[src/rtl/alu_arbiter.sv]
// Round-robin share of one external combinational ALU between two requesters,
// each with a one-entry response buffer that can drain and refill in the same cycle.
module alu_arbiter #(
  parameter int DATA_W = 32,
  parameter int FUNC_W = 10
) (
  input  logic              clk,
  input  logic              rst,
  input  logic [1:0]        req_valid,
  output logic [1:0]        req_ready,
  input  logic [DATA_W-1:0] req0_a,
  input  logic [DATA_W-1:0] req0_b,
  input  logic [FUNC_W-1:0] req0_func,
  input  logic [DATA_W-1:0] req1_a,
  input  logic [DATA_W-1:0] req1_b,
  input  logic [FUNC_W-1:0] req1_func,
  output logic [DATA_W-1:0] alu_bits_a,
  output logic [DATA_W-1:0] alu_bits_b,
  output logic [FUNC_W-1:0] alu_func,
  input  logic [DATA_W-1:0] alu_out_bits,
  input  logic              alu_compare_val,
  output logic [1:0]        rsp_valid,
  input  logic [1:0]        rsp_ready,
  output logic [DATA_W-1:0] rsp0_bits,
  output logic              rsp0_cmp,
  output logic [DATA_W-1:0] rsp1_bits,
  output logic              rsp1_cmp
);

  typedef enum logic {BUF_EMPTY = 1'b0, BUF_FULL = 1'b1} buf_state_e;

  logic              prio_q, prio_d;
  logic [1:0]        eligible;
  logic [1:0]        grant;
  logic [DATA_W-1:0] bits_w [2];
  logic [1:0]        cmp_w;

  // A requester may issue only if its buffer is empty or being drained this cycle.
  assign eligible  = req_valid & (~rsp_valid | rsp_ready);
  assign req_ready = grant;

  always_comb begin
    grant = 2'b00;
    case (eligible)
      2'b01:   grant = 2'b01;
      2'b10:   grant = 2'b10;
      2'b11:   grant = prio_q ? 2'b10 : 2'b01;
      default: grant = 2'b00;
    endcase
  end

  always_comb begin
    prio_d = prio_q;
    if (grant[0]) begin
      prio_d = 1'b1;
    end else if (grant[1]) begin
      prio_d = 1'b0;
    end
  end

  always_ff @(posedge clk) begin
    if (rst) begin
      prio_q <= 1'b0;
    end else begin
      prio_q <= prio_d;
    end
  end

  always_comb begin
    alu_bits_a = '0;
    alu_bits_b = '0;
    alu_func   = '0;
    if (grant[0]) begin
      alu_bits_a = req0_a;
      alu_bits_b = req0_b;
      alu_func   = req0_func;
    end else if (grant[1]) begin
      alu_bits_a = req1_a;
      alu_bits_b = req1_b;
      alu_func   = req1_func;
    end
  end

  for (genvar gi = 0; gi < 2; gi++) begin : g_rsp
    buf_state_e        state_q, state_d;
    logic [DATA_W-1:0] bits_q, bits_d;
    logic              cmp_q, cmp_d;

    // A grant implies the buffer is empty or draining, so it always (re)loads.
    always_comb begin
      state_d = state_q;
      bits_d  = bits_q;
      cmp_d   = cmp_q;
      if (grant[gi]) begin
        state_d = BUF_FULL;
        bits_d  = alu_out_bits;
        cmp_d   = alu_compare_val;
      end else if (state_q == BUF_FULL && rsp_ready[gi]) begin
        state_d = BUF_EMPTY;
      end
    end

    always_ff @(posedge clk) begin
      if (rst) begin
        state_q <= BUF_EMPTY;
        bits_q  <= '0;
        cmp_q   <= 1'b0;
      end else begin
        state_q <= state_d;
        bits_q  <= bits_d;
        cmp_q   <= cmp_d;
      end
    end

    assign rsp_valid[gi] = (state_q == BUF_FULL);
    assign bits_w[gi]    = bits_q;
    assign cmp_w[gi]     = cmp_q;
  end

  assign rsp0_bits = bits_w[0];
  assign rsp1_bits = bits_w[1];
  assign rsp0_cmp  = cmp_w[0];
  assign rsp1_cmp  = cmp_w[1];

endmodule

[config.mk]
export PLATFORM = sky130hd
export DESIGN_NAME = alu_arbiter
export DESIGN_NICKNAME = d
export VERILOG_FILES = /design/src/rtl/alu_arbiter.sv
export SDC_FILE = /design/constraint.sdc
export NUM_CORES = 1
export LEC_CHECK = 0
export ABC_AREA = 1
export ABC_CLOCK_PERIOD_IN_PS = 2600
export CORE_AREA = 5 5 126 128
export DETAILED_ROUTE_END_ITERATION = 10
export DIE_AREA = 0 0 131 133
export GPL_TIMING_DRIVEN = 0
export MAX_ROUTING_LAYER = met4
export PLACE_DENSITY = 0.68
export SYNTH_ARGS = -nofsm -noshare
export SYNTH_HDL_FRONTEND = slang
export SYNTH_SLANG_ARGS = --single-unit
[constraint.sdc]
create_clock -name clk -period 2.6 [get_ports clk]
set_input_delay 0.39 -clock clk [delete_from_list [all_inputs] [get_ports clk]]
set_output_delay 0.39 -clock clk [all_outputs]
set_load 0.02 [all_outputs]
* Word level (Yosys, flattened, before mapping)
Index checks and enable logic that the tools add are counted.
** Storage, ports and cells
- Bits of input ports :: 187
- ROM bits :: 0
- Memories kept :: 0
- Latch bits :: 0
- Memory bits (writable) :: 0
- Flip-flop bits (word level) :: 69
** Operators by class
- Div/mod/pow operators :: 0
- Shift operators :: 0
- Bitwise operators :: 3
- Multiply operators :: 0
- Add/subtract/negate cells :: 0
- Muxes and demuxes :: 14
- Equal/unequal tests :: 3
- Reductions and logical operators :: 5
- Magnitude comparators :: 0
** Operator list (count)
- $mux W32 :: 4
- $mux W10 :: 2
- $mux W1 :: 6
- $pmux W2 S3 :: 1
- $reduce_bool A2 Y1 :: 3
- $eq A2 B2 Y1 const B :: 2
- $and A2 B2 Y2 :: 1
- $eq A2 B1 Y1 const B :: 1
- $logic_and A1 B1 Y1 :: 2
- $mux W2 :: 1
- $not A2 Y2 :: 1
- $or A2 B2 Y2 :: 1

* Longest topological paths before layout
- Word-level depth :: 7
- Gate-level depth with buffers :: 9

* Worst setup path before layout
Ideal clock, no wire load.
- Kind :: input to output
- Start :: in rsp_ready[1]
- End :: out alu_bits_a[0]
- Arrival time :: 1332 ps
- Stages on the path :: 8
- Required time :: 2210 ps
- Path buffers :: 2
- Path slack :: 878 ps
- Cell sequence :: inv_1 > nand2_1 > nand2_1 > o21ai_4 > buf_6 > buf_4 > nand2_1 > nand2_1
** Between the ends
- Cells in the longest elaborated chain, start to end :: 6
- Elaborated cells on any way between the ends :: 8
- Those cells by class :: eq/ne (3); mux (3); bitwise (2)
** Ends and longest elaborated chain
- start, declared :: line 23 : input logic [1:0] rsp_ready,
- $or A2 B2 Y2 * :: line 39 : assign eligible = req_valid & (~rsp_valid | rsp_ready);
- $and A2 B2 Y2 * :: line 39
- $eq A2 B2 Y1 / $eq A2 B1 Y1 (equally long branches) :: line 44 : case (eligible)
- $pmux W2 S3 * :: line 44
- $mux W32 :: line 77 : end else if (grant[1]) begin
- $mux W32 * :: line 73 : if (grant[0]) begin
- end, declared :: line 17 : output logic [DATA_W-1:0] alu_bits_a,
Every way passes the cells marked *; elsewhere a longest branch is shown, timed or not.

* Worst setup path after layout
- Start :: in rsp_ready[0]
- End :: out alu_bits_a[13]
The elaborated chain is that of the path after synthesis.

==> run metrics <==
most common cell in the synthesized netlist=nand2_1; Pwr Density=547.0 mW/mm^2; drt total wl=17.49 mm; WP buf/inv=7; 1st-iter DRT viols=210; flop and latch count out of synthesis=69; clk slew on worst S/H paths=0.06 ns; Final Hold Viols=0; Synth Flop Type=dfxtp_1; number of diodes=0; first-pass GRT wire length=25.14 mm; Slew HR=58.17%; Sink Count=69; R2R cell count=6; Netlist Area Pre-Place=0.003635 sq mm; placed insts=1137; PortBufs=330; fin crit share=95.73%; detailed-route DRC error count=0; Post-synth ARST share=0%; final-stage net count=1151; CTS H-tree depth=3; largest net degree at the start of global routing=14; Max-cap violations=0; Slew @ Worst Pin=0.6275 ns; VDD IR-drop max=0.3378 mV; final worst path period need=2.489 ns; Worst setup EP type=primary output; fmax=401.8 MHz; Final Skew=0.01149 ns; antenna violations before repair=0; Mapped Nets=806; Die Ht=133 um; Worst Path Arrival=2.10 ns; cell depth of the worst setup path=11; GPL Wtd Cong=0.8791; total track usage=19.09%; final setup fails=0; DR vias/cell=4.227; Max stage delay on crit path=0.46 ns; post-DP HPWL=14.19 mm; Antenna Nets Post-Route=0; Worst EP required=2.21 ns; Hold Path Cell Cnt=2; total power=4.023 mW; Final Slew Violations=0; Core Box Area=0.01475 sq mm; die width=131 um; Crit Path Max Fanout=10; synth-to-layout area growth=102.3%; Syn. warnings=0; Synth area leader=dfxtp_1; site row count=45; CTS Hold Buffers Added=0; Synth top cells by count=nand2_1, nor2_1, dfxtp_1; Post-Synthesis Cells=619; Skew-Pair Late Insertion Delay=0.33 ns; drt wl/cell=15.11 um; status=completed; Crit Path Class=input pin to primary output; Worst path top cell family by delay=buffers and inverters; CTS tree=built; CTS Buffer Depth=2; Hold WS=0.4772 ns; root buffer cell=clkbuf_16; CP max stage cell=clkdlybuf4s50_1; Netlist cell types=17; Starting Density=24.64%; DR pass1 iterations=5; final core utilization=49.85%; CP Launch Type=input pin; Leak Pwr=3.582 nW; cells along the critical path=clkdlybuf4s50_1, inv_1, a21oi_4, buf_4, o21ai_4, buf_4, buf_6, buf_6, nand2_1, nand2_1, clkdlybuf4s15_2; full die area=0.01742 sq mm; cts bufs inserted=9; number of global-route vias before repair=4555; post-synth top area share=38.00%; I/O pin count=331; layout cells sized above 1=10.11%; number of flops mapped to enable cells by yosys=0; top cells by area, synth=dfxtp_1, nand2_1, nor2_1; via count of the routed design=4891; Synth Area per Inst=5.872 sq um; worst hold path type=flip-flop to flip-flop; GRT overflow=0; sequential share of the synthesized area=38.00%; setup TNS=0 ns; Layout Cells excl Fill=1157
## cells in the final DEF, fill, tap and decap left out, drive strengths merged, types with 2 or more instances in the layout
| cell type | netlist | layout |
|---|---|---|
| dfxtp | 69 | 69 |
| clkdlybuf4s15 | 0 | 19 |
| bufinv | 0 | 2 |
| a21oi | 3 | 3 |
| buf | 33 | 34 |
| nand3 | 34 | 34 |
| inv | 39 | 41 |
| o21ai | 34 | 34 |
| dlygate4sd2 | 0 | 17 |
| nor2 | 132 | 132 |
| clkdlybuf4s50 | 0 | 254 |
| nand2 | 265 | 265 |
| clkbuf | 10 | 63 |
## flip-flops by register name, summed over array words and instances (netlist names)
signal         count
rsp1_bits         32
rsp0_bits         32
rsp0_cmp           1
prio_q             1
g_rsp.state_q      2
rsp1_cmp           1
## worst paths after layout
path                                       start              to  slack (ns)
worst max-delay path                rsp_ready[0]  alu_bits_a[13]        0.11
worst max register to register  g_rsp[1].state_q    rsp0_bits[6]        1.02
worst min register to register     rsp1_bits[26]   rsp1_bits[26]        0.48
worst min-delay path               rsp1_bits[26]   rsp1_bits[26]        0.48
## layer usage
metal | part of all wire [%] | global-route usage, % | vias up
li1 | - | - | 2554
met1 | 39 | 21.66 | 2130
met2 | 50 | 33.47 | 194
met3 | 10 | 5.208 | 13
met4 | 0.96 | 3.657 | 0
met5 | 0 | - | -
## power breakdown
part           internal, mW  total (mW)  switching (mW)
registers              1.16        1.21          0.0505
clock network         0.849        1.33           0.481
logic                 0.700        1.48           0.785
total                  2.71        4.02            1.32
## worst register-to-register path, delay by kind of cell, from the launching register on
kind / cells / cell delay [ns]
AND/OR/NAND/NOR: 4 / 0.57
AO/OA/AOI/OAI: 1 / 0.18
flip-flops: 1 / 0.31
buffers and inverters: 1 / 0.46
## through the flow
| step | worst slack [ns] | area [sq um] |
|---|---|---|
| 2_1_floorplan | 0.8776 | 3635 |
| 3_3_place_gp | -0.4955 | 7173 |
| 3_5_place_dp | -0.5018 | 7173 |
| 4_1_cts | 0.0007572 | 7468 |
| 5_1_grt | -0.002221 | 7353 |
| 6_report | 0.1111 | 7353 |
## logic make-up (layout without fill, tap and decap cells)
kind of cell,after synthesis,after routing,synth area share (%)
AOI/OAI and AO/OA,37,37,5.715
and+or+nand+nor,431,431,45.89
DFF,69,69,38.00
buffers and inverters,82,432,10.40
## area by class of cell
type                    instances  area, sq um
repair buffers                334         3114
plain buffers                  43        265.3
flip-flops and latches         69         1381
multi-input cells             468         1883
clock buffers                  10        229.0
clock inverters                 6        93.84
inverters                      39        151.4
fillers                      1525         7398
well taps                     188        235.2
## what timing repair did
action / in CTS / in global routing
gates resized for setup: 100 / 94
setup buffers: 3 / 1
pin swaps: 1 / 1
setup endpoints to repair: 76 / 69
Note: power is estimated with default switching activity, not from simulation.
